[config.mk]
export PLATFORM = sky130hd
export DESIGN_NAME = reg_writeback_flat
export DESIGN_NICKNAME = d
export VERILOG_FILES = /design/src/rtl/reg_writeback_if.sv /design/src/rtl/reg_writeback.sv /design/src/flat_wrapper.sv
export SDC_FILE = /design/constraint.sdc
export NUM_CORES = 1
export LEC_CHECK = 0
export ABC_CLOCK_PERIOD_IN_PS = 2700
export CAP_MARGIN = 20
export CORE_MARGIN = 2
export CORE_UTILIZATION = 44
export DETAILED_ROUTE_END_ITERATION = 7
export PLACE_DENSITY = 0.84
export SLEW_MARGIN = 0
export SYNTH_ARGS = -nofsm -noshare
export SYNTH_HDL_FRONTEND = slang
export SYNTH_SLANG_ARGS = --single-unit
[constraint.sdc]
create_clock -name WB_clk -period 2.7 [get_ports WB_clk]
set_input_delay 0.405 -clock WB_clk [delete_from_list [all_inputs] [get_ports WB_clk]]
set_output_delay 0.405 -clock WB_clk [all_outputs]
set_load 0.02 [all_outputs]
[src/rtl/reg_writeback_if.sv]
// Writeback bus bundle: ALU and long-path result inputs, scoreboard reservation,
// stall/error status and the registered register-file write port.
interface reg_writeback_if #(
    parameter int DATA_W = 32,
    parameter int ADDR_W = 5
);
    logic              WB_alu_valid;
    logic [ADDR_W-1:0] WB_alu_addr;
    logic [DATA_W-1:0] WB_alu_data;
    logic              WB_lng_valid;
    logic              WB_lng_ready;
    logic [ADDR_W-1:0] WB_lng_addr;
    logic [DATA_W-1:0] WB_lng_data;
    logic              WB_rsv_valid;
    logic [ADDR_W-1:0] WB_rsv_addr;
    logic [31:0]       WB_pending;
    logic              WB_alu_stall;
    logic              WB_err;
    logic              WB_reg_write;
    logic [ADDR_W-1:0] WB_reg_addr;
    logic [DATA_W-1:0] WB_reg_data;

    modport master (
        output WB_alu_valid, WB_alu_addr, WB_alu_data,
        output WB_lng_valid, WB_lng_addr, WB_lng_data,
        output WB_rsv_valid, WB_rsv_addr,
        input  WB_lng_ready, WB_pending, WB_alu_stall, WB_err,
        input  WB_reg_write, WB_reg_addr, WB_reg_data
    );

    modport slave (
        input  WB_alu_valid, WB_alu_addr, WB_alu_data,
        input  WB_lng_valid, WB_lng_addr, WB_lng_data,
        input  WB_rsv_valid, WB_rsv_addr,
        output WB_lng_ready, WB_pending, WB_alu_stall, WB_err,
        output WB_reg_write, WB_reg_addr, WB_reg_data
    );
endinterface

[src/rtl/reg_writeback.sv]
// Single register-file write owner: ALU results win unless stalled, long-path results queue in a FIFO.
// Latency 1 cycle to the write port; long path backpressured by FIFO full, ALU throttled via registered stall.
module reg_writeback #(
    parameter int DATA_W     = 32,
    parameter int ADDR_W     = 5,
    parameter int FIFO_DEPTH = 2
) (
    input  logic          WB_clk,
    input  logic          WB_rst_n,
    reg_writeback_if.slave wb
);
    localparam int PTR_W = (FIFO_DEPTH > 1) ? $clog2(FIFO_DEPTH) : 1;
    localparam int CNT_W = PTR_W + 1;

    logic [ADDR_W-1:0] fifo_addr_q [FIFO_DEPTH];
    logic [DATA_W-1:0] fifo_data_q [FIFO_DEPTH];
    logic [PTR_W-1:0]  wr_ptr_q, wr_ptr_d, rd_ptr_q, rd_ptr_d;
    logic [CNT_W-1:0]  count_q, count_d;
    logic [1:0]        starve_q, starve_d;
    logic              stall_q, stall_d, err_q, err_d;
    logic [31:0]       pending_q, pending_d;
    logic              wr_q, wr_d;
    logic [ADDR_W-1:0] waddr_q, waddr_d;
    logic [DATA_W-1:0] wdata_q, wdata_d;

    logic              fifo_empty, fifo_full, push, pop, alu_win;
    logic [ADDR_W-1:0] head_addr;
    logic [DATA_W-1:0] head_data;
    logic [31:0]       set_mask, clr_mask;

    always_comb begin
        fifo_empty = (count_q == '0);
        fifo_full  = (count_q == CNT_W'(FIFO_DEPTH));
        push       = wb.WB_lng_valid && !fifo_full;
        // A stalled ALU only loses when there is actually a queued entry to drain.
        alu_win    = wb.WB_alu_valid && (!stall_q || fifo_empty);
        pop        = !alu_win && !fifo_empty;
        head_addr  = fifo_addr_q[rd_ptr_q];
        head_data  = fifo_data_q[rd_ptr_q];

        wr_ptr_d = push ? wr_ptr_q + PTR_W'(1) : wr_ptr_q;
        rd_ptr_d = pop  ? rd_ptr_q + PTR_W'(1) : rd_ptr_q;
        count_d  = count_q;
        case ({push, pop})
            2'b10:   count_d = count_q + CNT_W'(1);
            2'b01:   count_d = count_q - CNT_W'(1);
            default: count_d = count_q;
        endcase

        wr_d    = 1'b0;
        waddr_d = '0;
        wdata_d = '0;
        if (alu_win) begin
            wr_d    = (wb.WB_alu_addr != '0);
            waddr_d = wb.WB_alu_addr;
            wdata_d = wb.WB_alu_data;
        end else if (pop) begin
            wr_d    = (head_addr != '0);
            waddr_d = head_addr;
            wdata_d = head_data;
        end

        starve_d = '0;
        if (alu_win && !fifo_empty)
            starve_d = (starve_q == 2'd3) ? 2'd3 : starve_q + 2'd1;

        stall_d = stall_q;
        if (starve_d == 2'd3)
            stall_d = 1'b1;
        else if (pop)
            stall_d = 1'b0;

        err_d = err_q || (wb.WB_alu_valid && stall_q && !fifo_empty);

        // Reservation is applied after the clear so a same-cycle re-reserve survives.
        set_mask  = wb.WB_rsv_valid ? (32'd1 << wb.WB_rsv_addr) : 32'd0;
        clr_mask  = pop ? (32'd1 << head_addr) : 32'd0;
        pending_d = (pending_q & ~clr_mask) | set_mask;
        pending_d[0] = 1'b0;
    end

    always_ff @(posedge WB_clk) begin
        if (push) begin
            fifo_addr_q[wr_ptr_q] <= wb.WB_lng_addr;
            fifo_data_q[wr_ptr_q] <= wb.WB_lng_data;
        end
    end

    always_ff @(posedge WB_clk or negedge WB_rst_n) begin
        if (!WB_rst_n) begin
            wr_ptr_q  <= '0;
            rd_ptr_q  <= '0;
            count_q   <= '0;
            starve_q  <= '0;
            stall_q   <= 1'b0;
            err_q     <= 1'b0;
            pending_q <= '0;
            wr_q      <= 1'b0;
            waddr_q   <= '0;
            wdata_q   <= '0;
        end else begin
            wr_ptr_q  <= wr_ptr_d;
            rd_ptr_q  <= rd_ptr_d;
            count_q   <= count_d;
            starve_q  <= starve_d;
            stall_q   <= stall_d;
            err_q     <= err_d;
            pending_q <= pending_d;
            wr_q      <= wr_d;
            waddr_q   <= waddr_d;
            wdata_q   <= wdata_d;
        end
    end

    assign wb.WB_lng_ready = !fifo_full;
    assign wb.WB_pending   = pending_q;
    assign wb.WB_alu_stall = stall_q;
    assign wb.WB_err       = err_q;
    assign wb.WB_reg_write = wr_q;
    assign wb.WB_reg_addr  = waddr_q;
    assign wb.WB_reg_data  = wdata_q;
endmodule

[src/flat_wrapper.sv]
// flat-port wrapper written by rule: the top's interface ports become plain ports
module reg_writeback_flat 
#(
    parameter int DATA_W     = 32,
    parameter int ADDR_W     = 5,
    parameter int FIFO_DEPTH = 2
)
  (WB_clk, WB_rst_n, wb_WB_alu_valid, wb_WB_alu_addr, wb_WB_alu_data, wb_WB_lng_valid, wb_WB_lng_addr, wb_WB_lng_data, wb_WB_rsv_valid, wb_WB_rsv_addr, wb_WB_lng_ready, wb_WB_pending, wb_WB_alu_stall, wb_WB_err, wb_WB_reg_write, wb_WB_reg_addr, wb_WB_reg_data);
  reg_writeback_if #(.DATA_W(DATA_W), .ADDR_W(ADDR_W)) wb_i ();
  input  logic WB_clk;
  input  logic WB_rst_n;
  input wire logic [$bits(wb_i.WB_alu_valid)-1:0] wb_WB_alu_valid;
  input wire logic [$bits(wb_i.WB_alu_addr)-1:0] wb_WB_alu_addr;
  input wire logic [$bits(wb_i.WB_alu_data)-1:0] wb_WB_alu_data;
  input wire logic [$bits(wb_i.WB_lng_valid)-1:0] wb_WB_lng_valid;
  input wire logic [$bits(wb_i.WB_lng_addr)-1:0] wb_WB_lng_addr;
  input wire logic [$bits(wb_i.WB_lng_data)-1:0] wb_WB_lng_data;
  input wire logic [$bits(wb_i.WB_rsv_valid)-1:0] wb_WB_rsv_valid;
  input wire logic [$bits(wb_i.WB_rsv_addr)-1:0] wb_WB_rsv_addr;
  output wire logic [$bits(wb_i.WB_lng_ready)-1:0] wb_WB_lng_ready;
  output wire logic [$bits(wb_i.WB_pending)-1:0] wb_WB_pending;
  output wire logic [$bits(wb_i.WB_alu_stall)-1:0] wb_WB_alu_stall;
  output wire logic [$bits(wb_i.WB_err)-1:0] wb_WB_err;
  output wire logic [$bits(wb_i.WB_reg_write)-1:0] wb_WB_reg_write;
  output wire logic [$bits(wb_i.WB_reg_addr)-1:0] wb_WB_reg_addr;
  output wire logic [$bits(wb_i.WB_reg_data)-1:0] wb_WB_reg_data;
  assign wb_i.WB_alu_valid = wb_WB_alu_valid;
  assign wb_i.WB_alu_addr = wb_WB_alu_addr;
  assign wb_i.WB_alu_data = wb_WB_alu_data;
  assign wb_i.WB_lng_valid = wb_WB_lng_valid;
  assign wb_i.WB_lng_addr = wb_WB_lng_addr;
  assign wb_i.WB_lng_data = wb_WB_lng_data;
  assign wb_i.WB_rsv_valid = wb_WB_rsv_valid;
  assign wb_i.WB_rsv_addr = wb_WB_rsv_addr;
  assign wb_WB_lng_ready = wb_i.WB_lng_ready;
  assign wb_WB_pending = wb_i.WB_pending;
  assign wb_WB_alu_stall = wb_i.WB_alu_stall;
  assign wb_WB_err = wb_i.WB_err;
  assign wb_WB_reg_write = wb_i.WB_reg_write;
  assign wb_WB_reg_addr = wb_i.WB_reg_addr;
  assign wb_WB_reg_data = wb_i.WB_reg_data;
  reg_writeback #(.DATA_W(DATA_W), .ADDR_W(ADDR_W), .FIFO_DEPTH(FIFO_DEPTH)) u_core (.WB_clk(WB_clk), .WB_rst_n(WB_rst_n), .wb(wb_i));
endmodule
# --- After elaboration in Yosys (flattened, before gate mapping) ---
# Memories as Yosys holds them, arrays and structs flattened.
# Index checks and enable logic that the tools add are counted.
word_totals:
  regBits: 77
  mem_bits_rw: 74
  word_cells: 59
  in_bits: 84
  memories: 2
  out_inout_bits: 73
mem_list:
  columns: ["memory", "words", "word_bits", "read_ports", "rd_ports_with_merged_regs", "wr", "line", "text"]
  rows:
  - ["u_core.fifo_data_q", 2, 32, 1, 0, 1, "reg_writeback.sv:16", "logic [DATA_W-1:0] fifo_data_q [FIFO_DEPTH];"]
  - ["u_core.fifo_addr_q", 2, 5, 1, 0, 1, "reg_writeback.sv:15", "logic [ADDR_W-1:0] fifo_addr_q [FIFO_DEPTH];"]
op_classes:
  mux: 15
  shifts: 2
  add_sub_neg: 5
  reduce_logical: 17
  eq_ne: 5
  bitwise: 3
op_table:
  columns: ["op", "n"]
  rows:
  - ["$mux 32", 4]
  - ["$shl 1x5->32 const A", 2]
  - ["$and 32x32->32", 1]
  - ["$not 32->32", 1]
  - ["$or 32x32->32", 1]
  - ["$mux 5", 2]
  - ["$reduce_bool 5->1", 2]
  - ["$eq 2x2->1 const B", 4]
  - ["$logic_and 1x1->1", 6]
  - ["$mux 1", 6]
  - ["$add 2x1->2 const B", 2]
  - ["$logic_not 1->1", 4]
  - ["$mux 2", 2]
  - ["$pmux 2 s2", 1]
  - ["$reduce_bool 2->1", 2]
  - ["$add 1x1->1 const B", 2]
  - ["$eq 2x1->1 const B", 1]
  - ["$logic_not 2->1", 1]
  - ["$logic_or 1x1->1", 2]
  - ["$sub 2x1->2 const B", 1]

# --- Depth between registers and ports, before layout ---
depth:
  ltp_word: 9
  depth_mapped: 8
  depth_no_buf: 7

# --- Worst setup path after synthesis ---
# Ideal clock, no wire load.
synth_path:
  path_kind: "register -> register"
  start: "reg u_core.count_q[0]"
  end: "mem u_core.fifo_addr_q[0][0], enable pin"
  setup_ns: 0.431
  slack_ns: -0.098
  t_required_ns: 2.269
  period_less_slack_ns: 2.798
  arrival_time_ns: 2.367
  path_buffers: 0
  path_stages_with_launch: 4
  cell_sequence: "dfrtp_1 > nand2b_1 > nand2_1 > nor2_1"
synth_via:
  elab_chain_len: 5
synth_lines:
  columns: ["item", "line", "text"]
  rows:
  - ["from (decl)", "reg_writeback.sv:18", "logic [CNT_W-1:0] count_q, count_d;"]
  - ["from (signal assigned)", "reg_writeback.sv:104", "count_q <= count_d;"]
  - ["$eq 2x2->1", "reg_writeback.sv:33", "fifo_full = (count_q == CNT_W'(FIFO_DEPTH));"]
  - ["$logic_not 1->1", null, null]
  - ["named net wb_WB_lng_ready", "flat_wrapper.sv:20", "output wire logic [$bits(wb_i.WB_lng_ready)-1:0] wb_WB_lng_ready;"]
  - ["$logic_and 1x1->1", "reg_writeback.sv:34", "push = wb.WB_lng_valid && !fifo_full;"]
  - ["$mux 1", "reg_writeback.sv:83", "if (push) begin"]
  - ["$mux 1 (implied by the code)", "reg_writeback.sv:84", "fifo_addr_q[wr_ptr_q] <= wb.WB_lng_addr;"]
  - ["to (decl)", "reg_writeback.sv:15", null]
# The timed path passes the listed nets, and every way through them passes these cells.

# --- Worst setup path in the final report ---
layout_path:
  start: "reg u_core.count_q[0]"
  end: "out wb_WB_lng_ready"
layout_via:
  elab_chain_len: 2
layout_lines:
  columns: ["item", "line", "text"]
  rows:
  - ["$eq 2x2->1", "reg_writeback.sv:33", null]
  - ["$logic_not 1->1", "reg_writeback.sv:115", "assign wb.WB_lng_ready = !fifo_full;"]
  - ["to (decl)", "flat_wrapper.sv:20", null]
# No other way between the ends.

==> results.md <==
- Largest net degree at the start of global routing: 78
- Syn Area/Cell: 13.1 sq um
- Max FO, Critical Path: 4
- Chip height: 120 um
- Hold depth: 1
- Num ports: between 150 and 200
- Clk_lat worst skew: about 420 ps
- P_leak: about 0.0033 uW
- Final worst path period need: 2040 ps
- Pin slew with the least headroom to its limit: 855 ps
- Syn Std Cell Area: 5930 sq um
- Max-Slew Margin vs Limit: 0.430
- Worst setup SP type: flip-flop
- Worst-path cell chain: nand2b_1, clkdlybuf4s50_1
- Kind of path behind the tightest hold check: flip-flop to flip-flop
- Row count: 42
- Yosys Warn Count: 0
- Clock Sinks: 151
- Max Root-Sink Buffers: 2
- Vias in the first global route: between 4000 and 5000
- Fin crit share: 0.756
- Cts bufs inserted: 17
- DRC viols: 0
- Max Slew Vio Count: 0
- Clock transition at the registers of the reported paths: 60 ps
- Post-DP HPWL: about 10000 um
- Seq/Total Area, Yosys: 0.700
- Crit path DAT: approximately 1600 ps
- Vias post-DR: 4162
- Unrepaired setup endpoints after global routing: no
- Syn_nets: roughly 540
- CP Capture Type: output port
- CP peak stage delay: 640 ps
- Final GP Congestion: 0.893
- Synth area leaders: edfxtp_1 (37%), dfrtp_1 (33%), nand2_1 (6.8%)
- All-Layer GR Usage: 0.201
- Starting Density: 0.449
- Hold Path End: u_core.starve_q[0]
- Worst VDD drop: ~0.00061 V
- Worst r2r path cells: 4
- Routed Antenna Nets: 0
- RR Endpoint: u_core.wb.WB_pending[13]
- Setup violators final: 0
- Critical-path top delay cell: clkdlybuf4s50_1
- Unique masters post-synth: 43
- Status: completed
- Pwr dens: 1110 nW/um^2
- Reg-to-Reg Start: u_core.rd_ptr_q
- CP delay by family, top: buffers and inverters
- Required @ worst endpoint: approximately 2300 ps
- Root buffer cell: clkbuf_16
- Drt pass-1 iters: 5
- Initial antenna violation count: 0
- Die Width: roughly 120 um
- Synth area leader: edfxtp_1
- Synth-to-Final Area Change: 39.1%
- FF+latch count, synth: 151
- Global route overflow: 0
- Proportion of layout cells with a drive suffix above 1: 0.0815
- CP Buf/Inv Count: 1
- ANT cells: 0
- Achievable Freq: 490 MHz
- Final Hold Viols: 0
- Final WL: 14000 um
- Maxcap violations: 0
- Crit Path Category: flip-flop to output port
- Most frequent cells in the layout: clkdlybuf4s50_1 (154), nand2_1 (107), dfrtp_1 (76)
- Post-CTS Setup Inserts: 0
- DR WL/cell: 17.5 um
- Synth top area share: 0.375
- Worst hold start: u_core.starve_q[0]
- Final core utilization: 0.625
- Synth Instances: 452
- H-tree levels: 4
- TritonCTS clock tree: yes
- Core footprint: ~13000 sq um
- Commonest non-fill, non-tap cell in the layout: clkdlybuf4s50_1
- Die area: 14400 sq um
- Fin Setup TNS: 0 ps
- PortBufs: between 150 and 200
- Clock Skews: 10.7 ps
- Final nets: 698
- Initial drt markers: 325
- Via-per-instance ratio: between 5 and 6
- Reg2Reg Setup Slack: 690 ps
- First-pass GRT wire length: 21800 um
Yosys cell counts:
cell type	count
nor4_1	1
nand2b_1	5
clkbuf_2	2
a31o_2	1
edfxtp_1	74
mux2i_4	2
buf_2	7
or4_1	1
and2_1	1
nand4b_1	1
buf_6	4
dfrtp_1	77
nand4_1	5
o31ai_1	16
nand2_2	1
nor2b_1	3
nand3_1	3
nand4b_4	1
o21ai_0	50
ha_1	1
buf_4	4
buf_1	3
o21ai_1	2
conb_1	1
or2_1	1
mux2i_1	34
xnor2_1	4
a22o_1	1
o2111ai_1	2
nor3b_1	1
nor3_1	4
mux2_4	1
o31a_1	2
nor2_1	12
a21oi_1	3
mux2_2	2
inv_1	5
xor2_1	1
a21boi_2	1
a32oi_1	3
a32oi_2	1
nand2_1	107
and3_1	1
cells by family after synthesis:
family	count (synthesis)	synth area share
AO/OA/AOI/OAI	82	0.0847
XOR/XNOR	5	0.00739
adder cells (fa/ha/maj)	1	0.00211
buffers and inverters	25	0.0253
flip-flops	151	0.700
multiplexers	39	0.0714
other	1	0.000633
AND/OR/NAND/NOR	148	0.108
layer usage:
| layer | wire, um | track usage | up-vias |
|---|---|---|---|
| met2 | 7160 | 0.344 | 204 |
| met3 | 921 | 0.0556 | 31 |
| met5 | 0 | 0 | - |
| met1 | 5630 | 0.240 | 1989 |
| li1 | - | - | 1938 |
| met4 | 320 | 0.0846 | 0 |
what timing repair did:
item | 4_1_cts | 5_1_grt
gates resized for setup | 0 | 0
hold buffers | 0 | 1
endpoints found under the hold margin | 0 | 35
flip-flops by register name (all words and copies together) (netlist names):
| name | cells |
|---|---|
| u_core.wb.WB_alu_stall | 1 |
| u_core.starve_q | 2 |
| u_core.wb.WB_reg_data | 32 |
| u_core.wb.WB_reg_addr | 5 |
| u_core.count_q | 2 |
| u_core.rd_ptr_q | 1 |
| u_core.wr_ptr_q | 1 |
| u_core.fifo_addr_q | 10 |
| u_core.wb.WB_reg_write | 1 |
| u_core.fifo_data_q | 64 |
| u_core.wb.WB_err | 1 |
| u_core.wb.WB_pending | 31 |
worst max-delay path by stage:
stage,startpoint,endpoint,slack (ps),cells past startpoint
after floorplan,u_core.count_q[0],u_core.fifo_addr_q[0][0],510,3
after global placement,wb_WB_alu_valid,u_core.count_q[1],620,7
after detailed placement,wb_WB_alu_valid,u_core.count_q[1],570,7
after CTS,u_core.count_q[0],wb_WB_lng_ready,630,2
after global routing,u_core.rd_ptr_q,u_core.wb.WB_pending[17],500,4
final,u_core.count_q[0],wb_WB_lng_ready,660,2
power by group:
| group | internal (uW) | switching, uW |
|---|---|---|
| Clock | 1340 | 911 |
| Sequential | 3220 | 453 |
| Combinational | 1480 | 1780 |
stage by stage:
stage	hold slack (ps)	area, sq um	instances	total power (uW)	worst slack, ps
CTS	186	8210	800	9240	629
global route	461	8240	802	9620	504
global placement	434	7640	768	6860	621
floorplan	109	5930	452	5440	511
finish	447	8240	802	9180	660
detailed placement	439	7640	768	6970	574
worst reg2reg max path, delay by kind of cell (launching register included):
kind / cells / cell delay (ps)
flip-flops: 1 / 780
multiplexers: 1 / 460
AND/OR/NAND/NOR: 2 / 330
AO/OA/AOI/OAI: 1 / 310
area by class of cell:
type	count	area (sq um)
repair buffers	162	1640
flip-flops and latches	151	4150
clock buffers	21	470
inverters	5	18.8
clock inverters	11	98.8
well taps	176	220
multi-input cells	276	1640
fillers	986	4950
(Power assumes the default switching activity.)
